--- src/rtl/uart_rx_fifo.sv ---
// 8N1 UART receiver with 16x oversampling and majority voting, feeding a show-ahead FIFO.
// Framing and overrun errors are reported through sticky flags cleared by err_clr.
module uart_rx_fifo #(
  parameter int CLK_FREQ   = 100_000_000,
  parameter int BAUD       = 115_200,
  parameter int FIFO_DEPTH = 8
) (
  input  logic                               clk,
  input  logic                               rst_n,
  input  logic                               rxd,
  input  logic                               rd_en,
  input  logic                               err_clr,
  output logic [7:0]                         rd_data,
  output logic                               empty,
  output logic                               full,
  output logic [$clog2(FIFO_DEPTH+1)-1:0]    count,
  output logic                               frame_err,
  output logic                               overrun
);

  localparam int DIV   = (CLK_FREQ + BAUD * 8) / (BAUD * 16);
  localparam int DIV_W = (DIV > 1) ? $clog2(DIV) : 1;
  localparam int PW    = $clog2(FIFO_DEPTH);
  localparam int CW    = $clog2(FIFO_DEPTH + 1);
  localparam logic [DIV_W-1:0] DIV_MAX = DIV_W'(DIV - 1);
  localparam logic [CW-1:0]    DEPTH_C = CW'(FIFO_DEPTH);

  localparam logic [2:0] IDLE      = 3'd0;
  localparam logic [2:0] START     = 3'd1;
  localparam logic [2:0] DATA      = 3'd2;
  localparam logic [2:0] STOP      = 3'd3;
  localparam logic [2:0] WAIT_HIGH = 3'd4;

  logic             sync1;
  logic             rxs;
  logic [DIV_W-1:0] div_cnt;
  logic             tick;
  logic [2:0]       state;
  logic [3:0]       os;
  logic [2:0]       bit_idx;
  logic             s7;
  logic             s8;
  logic [7:0]       shift;
  logic             bit_val;
  logic             resolve;
  logic             stop_ok;
  logic             push;
  logic             pop;
  logic [PW-1:0]    wr_ptr;
  logic [PW-1:0]    rd_ptr;
  logic [7:0]       mem [FIFO_DEPTH];

  always_ff @(posedge clk or negedge rst_n) begin
    if (!rst_n) begin
      sync1 <= 1'b1;
      rxs   <= 1'b1;
    end else begin
      sync1 <= rxd;
      rxs   <= sync1;
    end
  end

  assign tick = (div_cnt == DIV_MAX);

  always_ff @(posedge clk or negedge rst_n) begin
    if (!rst_n)
      div_cnt <= '0;
    else if (((state == IDLE) && !rxs) || tick)
      div_cnt <= '0;
    else
      div_cnt <= div_cnt + DIV_W'(1);
  end

  // Samples are taken on the ticks that move os to 7 and 8; the third vote is the
  // live rxs on the tick that moves os to 9, which is where the bit resolves.
  assign bit_val = (s7 & s8) | (s7 & rxs) | (s8 & rxs);
  assign resolve = tick && (os == 4'd8);
  assign stop_ok = (state == STOP) && resolve && bit_val;
  assign push    = stop_ok && (!full || rd_en);
  assign pop     = rd_en && !empty;

  always_ff @(posedge clk or negedge rst_n) begin
    if (!rst_n) begin
      state   <= IDLE;
      os      <= 4'd0;
      bit_idx <= 3'd0;
      s7      <= 1'b1;
      s8      <= 1'b1;
      shift   <= 8'h00;
    end else begin
      case (state)
        IDLE: begin
          if (!rxs) begin
            state <= START;
            os    <= 4'd0;
          end
        end
        WAIT_HIGH: begin
          if (rxs) state <= IDLE;
        end
        default: begin
          if (tick) begin
            os <= os + 4'd1;
            if (os == 4'd6) s7 <= rxs;
            if (os == 4'd7) s8 <= rxs;
            case (state)
              START: begin
                if (resolve && bit_val) begin
                  state <= IDLE;
                end else if (os == 4'd15) begin
                  state   <= DATA;
                  bit_idx <= 3'd0;
                end
              end
              DATA: begin
                if (resolve) shift <= {bit_val, shift[7:1]};
                if (os == 4'd15) begin
                  bit_idx <= bit_idx + 3'd1;
                  if (bit_idx == 3'd7) state <= STOP;
                end
              end
              STOP: begin
                // Leaving early at the resolve lets a back-to-back start edge be caught.
                if (resolve) state <= bit_val ? IDLE : WAIT_HIGH;
              end
              default: state <= IDLE;
            endcase
          end
        end
      endcase
    end
  end

  always_ff @(posedge clk) begin
    if (push) mem[wr_ptr] <= shift;
  end

  always_ff @(posedge clk or negedge rst_n) begin
    if (!rst_n) begin
      wr_ptr <= '0;
      rd_ptr <= '0;
      count  <= '0;
    end else begin
      if (push) wr_ptr <= wr_ptr + PW'(1);
      if (pop)  rd_ptr <= rd_ptr + PW'(1);
      case ({push, pop})
        2'b10:   count <= count + CW'(1);
        2'b01:   count <= count - CW'(1);
        default: count <= count;
      endcase
    end
  end

  assign empty   = (count == '0);
  assign full    = (count == DEPTH_C);
  assign rd_data = empty ? 8'h00 : mem[rd_ptr];

  always_ff @(posedge clk or negedge rst_n) begin
    if (!rst_n) begin
      frame_err <= 1'b0;
      overrun   <= 1'b0;
    end else begin
      if ((state == STOP) && resolve && !bit_val) frame_err <= 1'b1;
      else if (err_clr)                           frame_err <= 1'b0;
      if (stop_ok && full && !rd_en) overrun <= 1'b1;
      else if (err_clr)              overrun <= 1'b0;
    end
  end

endmodule

--- config.mk ---
export PLATFORM = sky130hd
export DESIGN_NAME = uart_rx_fifo
export DESIGN_NICKNAME = d
export VERILOG_FILES = /design/src/rtl/uart_rx_fifo.sv
export SDC_FILE = /design/constraint.sdc
export NUM_CORES = 1
export LEC_CHECK = 0
export CORE_MARGIN = 3
export CORE_UTILIZATION = 60
export DETAILED_ROUTE_END_ITERATION = 7
export HOLD_SLACK_MARGIN = 0.03
export PLACE_DENSITY = 0.86
export SLEW_MARGIN = 20
export SYNTH_ARGS = -nofsm -noshare
export SYNTH_HDL_FRONTEND = slang
export SYNTH_SLANG_ARGS = --single-unit
--- constraint.sdc ---
create_clock -name clk -period 3.62 [get_ports clk]
set_clock_uncertainty 0.2 [all_clocks]
set_input_delay 0.362 -clock clk [delete_from_list [all_inputs] [get_ports clk]]
set_output_delay 0.362 -clock clk [all_outputs]
set_load 0.01 [all_outputs]
==> Word-level counts from Yosys, hierarchy flattened <==
Memories as Yosys holds them, arrays and structs flattened.
Cells that the tools add are included.
{ "op_classes": {"n_addsub": 7, "n_eq_ne": 22, "muxes": 26, "bitwise_logic": 7, "reduce_logical": 32} }
{ "op_table": {"columns": ["cell", "n"], "rows": [
  ["two-way mux 3 bit", 12],
  ["one-hot mux 4 bit (2 select lines)", 2],
  ["== test 4 bit (second input constant)", 3],
  ["one-hot mux 3 bit (2 select lines)", 2],
  ["logical AND 1 bit", 10],
  ["inequality test 2 bit (second input constant)", 5],
  ["nonzero test 2 bit", 5],
  ["adder 3 x 1 -> 3 bit (second input constant)", 3],
  ["one-hot mux 3 bit (3 select lines)", 1],
  ["AND reduction 3 bit", 3],
  ["adder 4 x 1 -> 4 bit (second input constant)", 2],
  ["== test 4 x 3 -> 1 bit (second input constant)", 2],
  ["two-way mux 4 bit", 2],
  ["two-way mux 8 bit", 1],
  ["inequality test 4 bit (second input constant)", 2],
  ["AND reduction 7 bit", 1],
  ["adder 6 x 1 -> 6 bit (second input constant)", 1],
  ["== test 3 x 2 -> 1 bit (second input constant)", 2],
  ["== test 3 bit (second input constant)", 2],
  ["== test 6 bit (second input constant)", 1],
  ["two-way mux 6 bit", 1],
  ["AND reduction 6 bit", 1],
  ["logical NOT 1 bit", 5],
  ["two-way mux 1 bit", 5],
  ["15 further kinds", 20]
]} }
{ "totals": {"reg_bits": 40, "ram_bits": 64, "output_inout_bits": 16, "n_memories": 1} }
{ "memory_table": {"columns": ["name", "words", "width", "read_ports", "rd_clocked_by_memory_dff", "wr", "line_no", "source"], "rows": [
  ["mem", 8, 8, 1, 0, 1, "51", "logic [7:0] mem [FIFO_DEPTH];"]
]} }

==> Depth between registers and ports, before layout <==
{ "logic_depth": {"ltp_word": 8, "mapped_depth": 12, "ltp_nobuf": 12} }

==> Least setup slack after synthesis <==
No wires, ideal clock.
{ "synth_timing": {"path_type": "flip-flop to flip-flop", "from": "reg count[1]", "to": "reg count[2]", "arrival_ns": 2.254, "required_ns": 3.286, "path_slack_ns": 1.032, "stages_incl_launch_ff": 11, "path_buffers": 1, "path_cell_list": "dfrtp_1 > buf_6 > nor4_4 > nor2b_4 > ha_1 > xor2_1 > ha_1 > a21oi_1 > xor2_1 > nor2_1 > xor2_1"} }
{ "synth_between": {"word_cells_on_any_way": 13, "cone_classes": "2 x add/sub; 3 x eq/ne; 1 x mux; 7 x reduce/logical"} }
{ "synth_rtl": {"columns": ["element", "line_no", "source"], "rows": [
  ["from (decl)", "16", "output logic [$clog2(FIFO_DEPTH+1)-1:0] count,"],
  ["from (signal assigned)", "147", "2'b10: count <= count + CW'(1);"],
  ["from (signal assigned)", "148", "2'b01: count <= count - CW'(1);"],
  ["from (signal assigned)", "149", "default: count <= count;"],
  ["logical NOT 4 bit *", "154", "assign empty = (count == '0);"],
  ["named net empty", "14", "output logic empty,"],
  ["logical NOT 1 bit *", "80", "assign pop = rd_en && !empty;"],
  ["logical AND 1 bit *", "80", null],
  ["named net pop", "48", "logic pop;"],
  ["== test 2 x 1 -> 1 bit / == test 2 bit (equally long branches)", "146", "case ({push, pop})"],
  ["one-hot mux 4 bit (2 select lines) / nonzero test 2 bit (equally long branches)", null, null]
]} }
The timed path passes the listed nets; every way through them passes the cells marked *.
A chain may end at the register's enable or synchronous reset.

==> Worst setup path in the final report <==
{ "layout_timing": {"from": "reg rd_ptr[1]", "to": "out rd_data[6]"} }
{ "layout_between": {"elab_chain_len": 2} }
{ "layout_rtl": {"columns": ["element", "line_no", "source"], "rows": [
  ["from (decl)", "50", "logic [PW-1:0] rd_ptr;"],
  ["from (signal assigned)", "145", "if (pop) rd_ptr <= rd_ptr + PW'(1);"],
  ["memory read (8 x 8 bit)", null, null],
  ["two-way mux 8 bit", "156", "assign rd_data = empty ? 8'h00 : mem[rd_ptr];"],
  ["to (decl)", "13", "output logic [7:0] rd_data,"]
]} }
Every way passes these cells.

==> impl_metrics.toml <==
[logic_synthesis]
top_cells_by_area_in_the_synthesized_netlist = "sky130_fd_sc_hd__edfxtp_1, sky130_fd_sc_hd__dfrtp_1, sky130_fd_sc_hd__mux4_2"
synth_async_sr_flop_share_pct = 38.5
synth_top_area_share_pct = 42.2
dominantRegCellSynth = "sky130_fd_sc_hd__edfxtp_1"
yosys.area_share.simple_pct = 10.6
synth_top_cells_by_count = "sky130_fd_sc_hd__edfxtp_1, sky130_fd_sc_hd__dfrtp_1, sky130_fd_sc_hd__nor2_1, sky130_fd_sc_hd__mux4_2"
synth_xor_area_share_pct = 2.88
yosys_warnings = 0
synthAdderAreaFrac_pct = 3.54
synth_compound_gate_area_share_pct = 3.16
syn_area_per_cell_um2 = 15.8
post_synth_mux_area_share_pct = 13.7
synthDistinctLibCells = 51
largest_area_contributor_in_the_netlist = "sky130_fd_sc_hd__edfxtp_1"
synthMostInstantiatedCell = "sky130_fd_sc_hd__edfxtp_1"
count_of_flip_flops_with_a_built_in_enable_after_synthesis = 64
synth.yosys.seq_area_share_pct = 64.2
number_of_nets_in_the_synthesized_netlist = 306
synth_seq_cells = 104
dominant_combinational_cell_family_by_area_after_synthesis = "multiplexers"
mappedNetlistArea_mm2 = 0.00456
postSynthCellCount = 289

[placement]
hpwl_mm = 5.20
dpl-instance-area_mm2 = 0.00484
io_buffer_count = 20
place_inst = 403
place_congestion = 0.858

[floorplanning]
floorplan.initialDensity_pct = 62.2
io-pin-count = 21
dieArea_mm2 = 0.00868
floorplan.core_area_mm2 = 0.00733
die-height_um = 93.2
std_cell_rows = 31
die_width_um = 93.2

[timing]
hold_violations = 0
worstMarginPinSlew_ns = 0.877
final_min_period_over_clock_period_pct = 81.4
final_total_negative_setup_slack_ns = 0
timing.final.max_slew_violations = 0
final_period_minus_worst_setup_slack_ns = 2.95
total_setup_violations_reported_at_the_end_of_the_flow = 0
max_slew_margin_pct = 41.3
achievable-frequency_mhz = 339
grt_setup_unrepaired = "no"

[finish]
n_antenna_cell = 0
final-seq-area_mm2 = 0.00293
nNetsFinal = 333
drive_gt1_share_pct = 19.9
multi_input_comb_area_mm2 = 0.00154
post-route-cell-area_mm2 = 0.00503
post-route-util_pct = 68.7
area_growth_pct = 10.4
final_cell_count_no_fill = 420
fillers = 476

[detailed_routing]
drt_pass1_iterations = 4
final_antenna_net_count = 0
detail_route.vias_per_cell = 5.86
drt-initial-drc-count = 121
wl_per_cell_um = 18.1
total_number_of_vias = 2462
drc_violation_count_after_routing = 0
wl_mm = 7.61

[cts]
tritoncts = "built"
cts_made_buffers = 9
h-tree-depth = 3
cts.path.max_buffers = 2
post_cts_clock_slew_at_the_launch_and_capture_registers_of_the_worst_setup_and_hold_paths_ns = 0.10
resized_after_cts = 0
cts_sinks = 104
clock_latency_ns = 0.36
clockRootBuffer = "sky130_fd_sc_hd__clkbuf_8"

[critical_path]
startpoint = "rd_ptr[1]"
worst_ep_arrival_time_ns = 2.39
cp_data_required_time_ns = 3.06
r2r_start = "count[1]"
crit-reg2reg-capture = "count[2]"
end_kind = "output pin"
worstRegToRegCells = 9
startpoint_type = "flip-flop"
worst-r2r-setup-slack_ns = 0.77
critical_path_peak_fanout = 18
timing.setup.critical_path_class = "reg2out"

[worst_hold_path]
worstHoldPathType = "reg2reg"
worstHoldEndpoint = "rxs"
worst_hold_startpoint = "sync1"
min_path_cells = 0

[pwr]
ir_worst_vdd_v = 0.000231
powerDensity_mw_per_mm2 = 489
power.static_leakage_nw = 2.02

[run_status]
status = "complete, no violations"

[global_routing]
pin_count_of_the_biggest_net_entering_global_routing = 41
globalRouteTotalUtil_pct = 19.4
first_global_vias = 2503
grt_pass1_wl_mm = 12.6
initial_antenna_violation_count = 0
grt.overflow.total = 0

[run]
cap_viol_max_count = 0
[cell usage in the layout (no fill, tap or decap), drive strengths merged, types with 6 or more instances in the layout]
cell	count
mux4	16
ha	12
dfrtp	36
mux2	14
nand3	6
inv	9
nor2	28
clkbuf	9
nand2	10
edfxtp	64
xnor2	8
xor2	7
mux2i	10
clkdlybuf4s50	19
o21ai	7
[final cells by class]
| type | count | share of cell area (%) |
|---|---|---|
| Sequential cell | 104 | 58.2 |
| Timing Repair Buffer | 24 | 4.52 |
| Inverter | 8 | 0.597 |
| Clock buffer | 9 | 2.46 |
| Clock inverter | 7 | 1.12 |
| Multi-Input combinational cell | 169 | 30.7 |
| Tap cell | 99 | 2.46 |
[where the power goes]
part           switching [W]  leakage [nW]  internal [W]
Sequential          0.000127          1.26       0.00129
Clock               0.000390        0.0833      0.000255
Combinational       0.000170         0.683      0.000230
Total               0.000687          2.02       0.00178
[per-layer routing]
layer	wire length [µm]	GRT usage, %	share of wire (%)
met5	0	0	0
met4	62	6.47	0.81
met3	307	4.91	4.0
met1	3230	24.9	42
met2	4010	32.4	53
[logic make-up after synthesis]
kind of cell               Yosys count
and+or+nand+nor                     78
buffers and inverters               16
DFF                                104
xor gates and xnor gates            15
adders and majority gates           13
muxes                               40
AOI/OAI and AO/OA                   23
[stage by stage]
step / hold slack, ns / setup slack, ns / total power (W)
after global placement: 0.147 / 0.958 / 0.00183
final: 0.160 / 0.673 / 0.00246
after CTS: 0.162 / 0.645 / 0.00249
after floorplan: -0.134 / 1.03 / 0.00173
after detailed placement: 0.148 / 0.798 / 0.00185
after global routing: 0.176 / 0.533 / 0.00258
[how the worst max path moves through the flow]
stage	end	depth (start not counted)
2_1_floorplan	count[2]	10
3_3_place_gp	count[2]	9
3_5_place_dp	count[2]	9
4_1_cts	rd_data[7]	4
5_1_grt	rd_data[2]	4
6_report	rd_data[6]	4
[what timing repair did]
item | in CTS | in global routing
hold buffers | 1 | 0
endpoints found under the hold margin | 36 | 0
setup buffers | 0 | 0
[critical path, stage by stage, from the launching register on]
cell and delay [ns]:
sky130_fd_sc_hd__dfrtp_1 0.86, sky130_fd_sc_hd__mux4_2 0.42, sky130_fd_sc_hd__mux2i_1 0.15, sky130_fd_sc_hd__nor2_1 0.07, sky130_fd_sc_hd__clkdlybuf4s50_1 0.51
[registers in the layout, summed over array words and instances, names as in the netlist]
register   count
bit_idx        3
frame_err      1
s8             1
rd_ptr         3
sync1          1
rxs            1
os             4
count          4
shift          8
div_cnt        6
state          3
overrun        1
s7             1
mem           64
wr_ptr         3
Power figures use the tool's default switching activity.
